--- src/rtl/wb_port_scheduler_pkg.sv ---
// Shared CPU constants and the writeback result entry type.
package wb_port_scheduler_pkg;

  localparam int unsigned WbFifoDepth = 2;
  localparam int unsigned RegAddrW    = 5;
  localparam int unsigned DataW       = 32;

  // One queued multi-cycle result; valid drops when a newer pipeline write supersedes it.
  typedef struct packed {
    logic                valid;
    logic [RegAddrW-1:0] da;
    logic [DataW-1:0]    data;
  } wb_entry_t;

endpackage

--- src/rtl/wb_result_fifo.sv ---
// In-order result queue with cancel-by-address. Cancelled entries keep their slot until popped.
module wb_result_fifo
  import wb_port_scheduler_pkg::*;
#(
  parameter int unsigned Depth = WbFifoDepth
) (
  input  logic                clk_i,
  input  logic                rst_i,
  input  logic                push_i,
  input  logic [RegAddrW-1:0] push_da_i,
  input  logic [DataW-1:0]    push_data_i,
  input  logic                pop_i,
  input  logic                cancel_i,
  input  logic [RegAddrW-1:0] cancel_da_i,
  output logic                full_o,
  output logic                head_present_o,
  output logic                head_valid_o,
  output logic [RegAddrW-1:0] head_da_o,
  output logic [DataW-1:0]    head_data_o
);

  localparam int unsigned CntW = $clog2(Depth + 1);

  wb_entry_t           entries_q [Depth];
  wb_entry_t           entries_d [Depth];
  logic [CntW-1:0]     count_q, count_d;

  assign full_o         = (count_q == CntW'(Depth));
  assign head_present_o = (count_q != '0);
  assign head_valid_o   = entries_q[0].valid;
  assign head_da_o      = entries_q[0].da;
  assign head_data_o    = entries_q[0].data;

  // Next state: cancel stored entries first, then shift out the head, then append the push.
  always_comb begin
    for (int unsigned i = 0; i < Depth; i++) begin
      entries_d[i] = entries_q[i];
    end
    count_d = count_q;

    // Only entries present before this edge are cancelled; an arriving push survives.
    for (int unsigned i = 0; i < Depth; i++) begin
      if (cancel_i && (CntW'(i) < count_q) && (entries_q[i].da == cancel_da_i)) begin
        entries_d[i].valid = 1'b0;
      end
    end

    if (pop_i && (count_q != '0)) begin
      for (int unsigned i = 0; i + 1 < Depth; i++) begin
        entries_d[i] = entries_d[i + 1];
      end
      entries_d[Depth - 1] = '0;
      count_d = count_q - CntW'(1);
    end

    if (push_i && (count_d != CntW'(Depth))) begin
      for (int unsigned i = 0; i < Depth; i++) begin
        if (count_d == CntW'(i)) begin
          entries_d[i] = '{valid: 1'b1, da: push_da_i, data: push_data_i};
        end
      end
      count_d = count_d + CntW'(1);
    end
  end

  // Queue storage with synchronous reset to empty.
  always_ff @(posedge clk_i) begin
    if (rst_i) begin
      count_q <= '0;
      for (int unsigned i = 0; i < Depth; i++) begin
        entries_q[i] <= '0;
      end
    end else begin
      count_q <= count_d;
      for (int unsigned i = 0; i < Depth; i++) begin
        entries_q[i] <= entries_d[i];
      end
    end
  end

endmodule

--- src/rtl/wb_port_scheduler.sv ---
// Single register-file write port shared by the pipeline and a multi-cycle unit.
// The pipeline has priority; queued results get through when the pipeline is idle
// or when the starve counter forces a one-cycle pipeline stall.
module wb_port_scheduler
  import wb_port_scheduler_pkg::*;
#(
  parameter int unsigned STARVE_MAX = 4  // legal 1..7
) (
  input  logic                clk,
  input  logic                rst,
  input  logic                p_RW,
  input  logic [RegAddrW-1:0] p_DA,
  input  logic [DataW-1:0]    p_data,
  output logic                p_stall,
  input  logic                m_valid,
  input  logic [RegAddrW-1:0] m_DA,
  input  logic [DataW-1:0]    m_data,
  output logic                m_ready,
  output logic                RW,
  output logic [RegAddrW-1:0] DA,
  output logic [DataW-1:0]    BusD
);

  localparam int unsigned StarveW = 3;

  logic                fifo_full;
  logic                head_present;
  logic                head_valid;
  logic [RegAddrW-1:0] head_da;
  logic [DataW-1:0]    head_data;

  logic                push;
  logic                grant_p;
  logic                pop_head;
  logic                write_head;

  logic [StarveW-1:0]  starve_q, starve_d;
  logic                rw_q, rw_d;
  logic [RegAddrW-1:0] da_q, da_d;
  logic [DataW-1:0]    busd_q, busd_d;

  // m_ready depends only on stored occupancy (and reset), never on same-cycle requests.
  assign m_ready    = !rst && !fifo_full;
  assign push       = m_valid && m_ready;

  assign p_stall    = !rst && head_present && (starve_q == StarveW'(STARVE_MAX));
  assign grant_p    = !rst && p_RW && !p_stall;
  // A cancelled head is discarded even while the pipeline owns the port.
  assign pop_head   = !rst && head_present && (!grant_p || !head_valid);
  assign write_head = pop_head && head_valid;

  wb_result_fifo #(
    .Depth(WbFifoDepth)
  ) u_fifo (
    .clk_i         (clk),
    .rst_i         (rst),
    .push_i        (push),
    .push_da_i     (m_DA),
    .push_data_i   (m_data),
    .pop_i         (pop_head),
    .cancel_i      (grant_p),
    .cancel_da_i   (p_DA),
    .full_o        (fifo_full),
    .head_present_o(head_present),
    .head_valid_o  (head_valid),
    .head_da_o     (head_da),
    .head_data_o   (head_data)
  );

  // Starve counter tracks how long the current head has been passed over.
  always_comb begin
    starve_d = starve_q;
    if (!head_present || pop_head) begin
      starve_d = '0;
    end else if (grant_p) begin
      starve_d = starve_q + StarveW'(1);
    end
  end

  // Write-port selection; address and data hold their last value when idle.
  always_comb begin
    rw_d   = grant_p || write_head;
    da_d   = da_q;
    busd_d = busd_q;
    if (grant_p) begin
      da_d   = p_DA;
      busd_d = p_data;
    end else if (write_head) begin
      da_d   = head_da;
      busd_d = head_data;
    end
  end

  // Registered write port and starve counter.
  always_ff @(posedge clk) begin
    if (rst) begin
      starve_q <= '0;
      rw_q     <= 1'b0;
      da_q     <= '0;
      busd_q   <= '0;
    end else begin
      starve_q <= starve_d;
      rw_q     <= rw_d;
      da_q     <= da_d;
      busd_q   <= busd_d;
    end
  end

  assign RW   = rw_q;
  assign DA   = da_q;
  assign BusD = busd_q;

endmodule

--- config.mk ---
export PLATFORM = sky130hd
export DESIGN_NAME = wb_port_scheduler
export DESIGN_NICKNAME = d
export VERILOG_FILES = /design/src/rtl/wb_port_scheduler_pkg.sv /design/src/rtl/wb_result_fifo.sv /design/src/rtl/wb_port_scheduler.sv
export SDC_FILE = /design/constraint.sdc
export NUM_CORES = 1
export LEC_CHECK = 0
export CORE_ASPECT_RATIO = 0.7
export CORE_MARGIN = 1.5
export CORE_UTILIZATION = 47
export DETAILED_ROUTE_END_ITERATION = 16
export PLACE_DENSITY_LB_ADDON = 0.3
export SYNTH_ARGS = -nofsm -noshare
export SYNTH_HDL_FRONTEND = slang
export SYNTH_HIERARCHICAL = 1
export SYNTH_SLANG_ARGS = --single-unit
--- constraint.sdc ---
create_clock -name clk -period 3.05 [get_ports clk]
set_clock_uncertainty 0.15 [all_clocks]
set_input_delay 0.7625 -clock clk [delete_from_list [all_inputs] [get_ports clk]]
set_output_delay 0.7625 -clock clk [all_outputs]
set_load 0.03 [all_outputs]
==> metrics.md, run 1 <==
| Metric | Value |
|---|---|
| Cells after Synth | `691` |
| Tcrit/Tclk final | `98.6%` |
| FFs w/ async S/R, synth | `0%` |
| Clock sink count | `119` |
| Post-Route WL | `16600 um` |
| DRT iter0 DRCs | `554` |
| Part of the power in registers | `38.3%` |
| ANT nets after route | `0` |
| Clock-pin slew on the worst setup and hold paths | `50 ps` |
| Vias in the first global route | `4757` |
| Max-slew violations | `0` |
| Post-DP HPWL | `10600 um` |
| DR WL/cell | `17.8 um` |
| First-pass detailed-route iteration total | `5` |
| Diodes inserted | `0` |
| Clk network pwr share | `37.8%` |
| CTS max path bufs | `2` |
| Slowest stage cell, crit path | `clkdlybuf4s50_1` |
| PortBufs | `117` |
| Status | `complete, no violations` |
| Share of post-route cells with drive strength above 1 | `16.3%` |
| Flop and latch count out of synthesis | `119` |
| Switching Fraction | `29.3%` |
| CP Data Arrival Time | `3190 ps` |
| Initial core utilization | `48.8%` |
| Crit-path leading delay family | `simple AND/OR/NAND/NOR gates` |
| Critical Path End Type | `register` |
| Power Density | `650 nW/um^2` |
| Post-synth EDFFs | `0` |
| Max frequency | `332 MHz` |
| Syn. warnings | `6` |
| Clock Latency Late Sink | `410 ps` |
| CTS tree | `done` |
| Comb pwr share | `23.9%` |
| Die width | `136 um` |
| CTS buffer count | `17` |
| Final setup fails | `0` |
| Root Buffer | `clkbuf_16` |
| Internal | `0.00348 W` |
| Mapped Nets | `777` |
| Total core area | `11900 um^2` |
| Final hold viol count | `0` |
| Ranking of synthesized cells by area | `dfxtp_1, nand2_1, a311oi_2` |
| DRC viols | `0` |
| Cell Chain, Critical Path | `clkdlybuf4s50_1 -> nand2b_1 -> or2_4 -> inv_2 -> a21oi_4 -> and2b_4 -> xnor2_4 -> inv_2 -> ha_2 -> nor2b_4 -> and2_4 -> clkbuf_16 -> nand2_1 -> a21oi_1` |
| Setup CP Type | `primary input to register` |
| Post-synthesis sequential area ratio | `41.2%` |
| Sum Neg Setup Slack | `0 ps` |
| CP bufs+invs | `4` |
| Initial antenna violation count | `0` |
| First-pass GRT wire length | `24500 um` |
| Post-synth top area share | `41.2%` |
| Worst Tran Pin Value | `1040 ps` |
| DIE HEIGHT | `95.8 um` |
| Hold-fix buffers, CTS | `0` |
| CP Launch Type | `primary input` |
| Gr usage total | `24.7%` |
| Die ar. | `13000 um^2` |
| Top FF cell, synth | `dfxtp_1` |
| Total Power | `0.00492 W` |
| Sw power | `0.00144 W` |
| Area Overhead vs Synth | `30.9%` |
| CP most frequent cell | `inv_2` |
| Max Cap Viol | `0` |
| Largest net degree at the start of global routing | `79` |
| Final critical-path required period | `3010 ps` |
| Commonest non-fill, non-tap cell in the layout | `nand2_1` |
| Hold WC Path Type | `register to register` |
| Design area | `7580 um^2` |
| Fin nets | `847` |
| H-tree depth | `4` |
| CP peak stage delay | `450 ps` |
| Post-DP Area | `6790 um^2` |
| Worst-case vdd ir drop | `434 uV` |
| CP max FO | `8` |
| Avg Cell Area, Syn | `8.38 um^2` |
| Vias per Instance | `5.62` |
| Area leader, netlist | `dfxtp_1` |
| I/O Pins | `118` |
| CP Data Required Time | `3230 ps` |
| Most frequent cells in the layout | `nand2_1, dfxtp_1, clkdlybuf4s50_1, nor2_1, a311oi_2` |
| Grt ovf | `0` |
| Static Leakage | `2.56 nW` |
| Site Rows | `33` |
| Yosys cell types | `33` |
| Slew Limit Headroom | `31.0%` |
| GPL Wtd Cong | `0.833` |
| Vias | `5226` |
| Synthesized area | `5790 um^2` |
-- registers in the layout, summed over array words and instances, names as in the netlist --
name	count
starve_q	3
u_fifo/entries_q	76
RW	1
u_fifo/count_q	2
DA	5
BusD	32
-- cells by family (layout without fill, tap and decap cells) --
kind of cell | after synthesis | count (layout) | synth area share, %
AO/OA/AOI/OAI | 119 | 119 | 19.8
XOR/XNOR | 13 | 13 | 1.97
buffers and inverters | 108 | 190 | 11.7
adder cells (fa/ha/maj) | 8 | 8 | 1.73
flip-flops | 119 | 119 | 41.2
AND/OR/NAND/NOR | 324 | 324 | 23.7
-- through the flow --
| step | instances | setup slack, ps | hold slack [ps] | utilization, % |
|---|---|---|---|---|
| floorplan | 691 | 2.03 | 281 | - |
| global placement | 891 | -316 | 297 | 57.3 |
| detailed placement | 891 | -387 | 310 | 57.3 |
| CTS | 924 | 2.42 | 317 | 62.1 |
| global route | 930 | -41.1 | 333 | 63.9 |
| finish | 930 | 42.4 | 320 | 63.9 |
-- Yosys cell counts, types with 2 or more instances --
cell type	count
o211ai_1	2
a21oi_1	40
xor2_1	4
buf_6	7
and2_1	2
buf_4	49
and3_1	2
xnor2_1	9
nor3_1	39
inv_1	8
buf_2	28
dfxtp_1	119
nor2_1	42
ha_1	8
a311oi_2	41
clkbuf_1	14
nand2_1	189
buf_1	2
a311oi_1	33
nand2b_1	4
nand3_1	37
-- final timing paths --
check / start / endpoint / slack, ps / cells past startpoint
max: p_RW / u_fifo/entries_q[0][56]$_SDFF_PP0_ / 40 / 14
min: u_fifo/entries_q[0][41]$_SDFF_PP0_ / u_fifo/entries_q[0][3]$_SDFF_PP0_ / 320 / 2
max reg2reg: u_fifo/count_q[1]$_SDFF_PP0_ / u_fifo/entries_q[0][56]$_SDFF_PP0_ / 80 / 16
min reg2reg: u_fifo/entries_q[0][41]$_SDFF_PP0_ / u_fifo/entries_q[0][3]$_SDFF_PP0_ / 320 / 2
-- cell type report --
cell class,count,area (um^2)
Sequential cell,119,2390
Fill cell,931,4270
Multi-Input combinational cell,464,2820
Timing Repair Buffer,151,1590
Inverter,8,32.5
Tap cell,157,196
Clock inverter,3,40.0
Clock buffer,28,507
-- power by group through the flow --
stage	Combinational (W)	Sequential, W	Clock [W]
2_1_floorplan	0.000765	0.00193	0
6_report	0.00118	0.00189	0.00186
5_1_grt	0.00126	0.00191	0.00195
3_5_place_dp	0.00105	0.00191	0
4_1_cts	0.00107	0.00188	0.00188
3_3_place_gp	0.00101	0.00190	0
-- worst register-to-register path: stages (launching register included) --
cell and delay (ps):
dfxtp_4 360, inv_1 90, ha_2 220, inv_4 60, and3_4 170, or2_4 230
inv_2 80, a21oi_4 60, and2b_4 190, xnor2_4 160, inv_2 60, ha_2 190
nor2b_4 190, and2_4 320, clkbuf_16 190, nand2_1 60, a21oi_1 130
-- layer usage --
metal | global-route usage (%) | vias up | wire, um
met5 | 0 | - | 0
met4 | 9.68 | 0 | 362
met3 | 6.16 | 36 | 1230
met2 | 36.6 | 205 | 7250
met1 | 34.5 | 2488 | 7730
li1 | - | 2497 | -
-- repair_timing --
item                                    in CTS  in global routing
endpoints found under the setup margin      45                 76
pin swaps                                    0                  1
cloned                                       2                  4
resized for setup                            7                 28
buffers inserted                             0                  2
(Power assumes the default switching activity.)
==> run 2: changes to the inputs <==
--- a/config.mk
+++ b/config.mk
@@ -12,2 +12,4 @@
 export PLACE_DENSITY_LB_ADDON = 0.3
+export SETUP_SLACK_MARGIN = 0.2
+export SKIP_LAST_GASP = 1
 export SYNTH_ARGS = -nofsm -noshare
--- a/constraint.sdc
+++ b/constraint.sdc
@@ -4,2 +4,2 @@
 set_output_delay 0.7625 -clock clk [all_outputs]
-set_load 0.03 [all_outputs]
+set_load 0.005 [all_outputs]
==> run 2 against run 1 <==
  * Critical path type is now register to register
  * Clock-buffer cell count decreased by 5
  * Die area unchanged
  * Non-clock buffer count increased by 13
  * Clock power increased by 9.7%
  * Sequential share of layout area decreased by 2.8 points
  * Largest cell class unchanged
  * Combinational power increased by 30%
  * Largest power group is now the clock network
  * First-iteration DRC count decreased by 7.8%
  * Setup slack got worse by 21 ps
  * Critical endpoint is now u_fifo/entries_q[0][10]$_SDFF_PP0_
  * Maximum frequency decreased by 0.68%
==> metrics.md, run 2 (same netlist as run 1, synthesis figures left out) <==
| Metric | Value |
|---|---|
| Status | `complete, no violations` |
| Initial core utilization | `48.8%` |
| Number of flip-flops in the largest register | `76` |
| Gr usage total | `25.6%` |
| Critical Path End Type | `register` |
| Met3 usage | `5.42%` |
| First-pass GRT wire length | `25600 um` |
| Hold-fix buffers, CTS | `0` |
| Area Overhead vs Synth | `43.8%` |
| CP Launch Type | `register` |
| Total Power | `0.00547 W` |
| I/O Pins | `118` |
| PortBufs | `117` |
| DRC viols | `0` |
| Tcrit/Tclk final | `99.3%` |
| Final core occ | `70.2%` |
| Most frequent cells in the layout | `nand2_1, dfxtp_1, clkdlybuf4s50_1, a311oi_2, nor3_1` |
| H-tree depth | `4` |
| Diodes inserted | `0` |
| Initial antenna violation count | `0` |
| Vias per Instance | `5.88` |
| Worst Tran Pin Value | `1160 ps` |
| Root Buffer | `clkbuf_16` |
| Site Rows | `33` |
| CP Data Required Time | `3200 ps` |
| Grt ovf | `0` |
| CTS buffer count | `17` |
| Max-slew violations | `0` |
| GPL Wtd Cong | `0.804` |
| DR WL/cell | `20.4 um` |
| Placed Cells | `887` |
| Post-Route WL | `19200 um` |
| Die width | `136 um` |
| Max frequency | `330 MHz` |
| CTS tree | `done` |
| Setup CP Type | `register to register` |
| Final hold viol count | `0` |
| Post-DP Area | `6820 um^2` |
| Clock sink count | `119` |
| Clock Latency Late Sink | `420 ps` |
| CTS max path bufs | `2` |
| Static Leakage | `2.82 nW` |
| Total core area | `11900 um^2` |
| Worst-case vdd ir drop | `504 uV` |
| First-pass detailed-route iteration total | `7` |
| Slew Limit Headroom | `22.6%` |
| Share of post-route cells with drive strength above 1 | `28.2%` |
| Design area | `8320 um^2` |
| Busiest grt layer | `met2` |
| Vias in the first global route | `5031` |
| DRT iter0 DRCs | `511` |
| Power Density | `658 nW/um^2` |
| Hold WC Path Type | `register to register` |
| CP Data Arrival Time | `3170 ps` |
| Clock-pin slew on the worst setup and hold paths | `60 ps` |
| Reg2reg setup slack | `20 ps` |
| Final critical-path required period | `3030 ps` |
| Global Route met2 Usage | `38.5%` |
| Largest net degree at the start of global routing | `88` |
| DIE HEIGHT | `95.8 um` |
| Final setup fails | `0` |
| Final std cells w/o fill | `945` |
| Post-DP HPWL | `10400 um` |
| ANT nets after route | `0` |
| Vias | `5561` |
| Fin nets | `861` |
| CP max FO | `9` |
| Max Cap Viol | `0` |
| Die ar. | `13000 um^2` |
| RSZ-0062 raised after global routing | `yes` |
| Largest Register | `u_fifo/entries_q` |
| GR Layer Usage met1 | `35.5%` |
| Commonest non-fill, non-tap cell in the layout | `nand2_1` |
-- run 2: cell types whose count changed in the layout (fill, tap and decap cells not counted), sizes merged --
cell | before | now
bufinv | 1 | 3
dlygate4sd2 | 0 | 1
clkbuf | 32 | 31
clkinv | 2 | 5
clkinvlp | 0 | 1
nand2 | 190 | 191
buf | 32 | 40
-- run 2: final cells by class --
| type | instances | area, um^2 |
|---|---|---|
| clock buffers | 23 | 478 |
| clock inverters | 9 | 123 |
| fillers | 774 | 3530 |
| inverters | 8 | 37.5 |
| multi-input cells | 465 | 3240 |
| flip-flops and latches | 119 | 2390 |
| well taps | 157 | 196 |
| repair buffers | 164 | 1860 |
-- run 2: stage by stage --
| step | setup slack, ps | TNS (ps) | hold slack (ps) |
|---|---|---|---|
| 2_1_floorplan | 131 | 0 | 281 |
| 3_3_place_gp | -340 | -23450 | 296 |
| 3_5_place_dp | -415 | -27550 | 308 |
| 4_1_cts | 199 | 0 | 316 |
| 5_1_grt | -50.8 | -80.5 | 312 |
| 6_report | 21.8 | 0 | 287 |
-- run 2: critical path: stages, from the launching register on --
cell	delay [ps]
dfxtp_4	380
inv_4	50
ha_4	170
inv_4	70
and3_4	180
or2_4	130
inv_4	40
a21oi_4	160
nand2b_2	120
nor2_2	160
a21oi_4	60
buf_4	150
ha_1	320
nand2_4	210
buf_12	170
nor2_2	60
a311oi_2	330
-- run 2: path summary, 6_finish.rpt --
path,cells past startpoint,from,end
hold / removal,1,starve_q[0]$_SDFFE_PP0N_,starve_q[0]$_SDFFE_PP0N_
setup / recovery,16,u_fifo/count_q[1]$_SDFF_PP0_,u_fifo/entries_q[0][10]$_SDFF_PP0_
hold reg to reg,1,starve_q[0]$_SDFFE_PP0N_,starve_q[0]$_SDFFE_PP0N_
setup reg to reg,16,u_fifo/count_q[1]$_SDFF_PP0_,u_fifo/entries_q[0][10]$_SDFF_PP0_
-- run 2: repair_timing --
item                       CTS  global route
gates cloned                 2            11
hold endpoints to repair     0             0
pin swaps                    2            28
setup endpoints to repair   78            78
setup buffers                7             6
resized for setup           22           103
-- run 2: where the power goes --
| part | total, W | internal (W) | switching, W |
|---|---|---|---|
| sequential | 0.00190 | 0.00175 | 0.000153 |
| clock | 0.00204 | 0.00134 | 0.000702 |
| combinational | 0.00153 | 0.000735 | 0.000794 |
-- run 2: routing by layer --
| metal | share of wire [%] | vias up | routed length, um |
|---|---|---|---|
| met4 | 2.4 | 0 | 471 |
| met2 | 46 | 300 | 8820 |
| li1 | - | 2528 | - |
| met5 | 0 | - | 0 |
| met1 | 42 | 2684 | 8100 |
| met3 | 9.6 | 49 | 1840 |
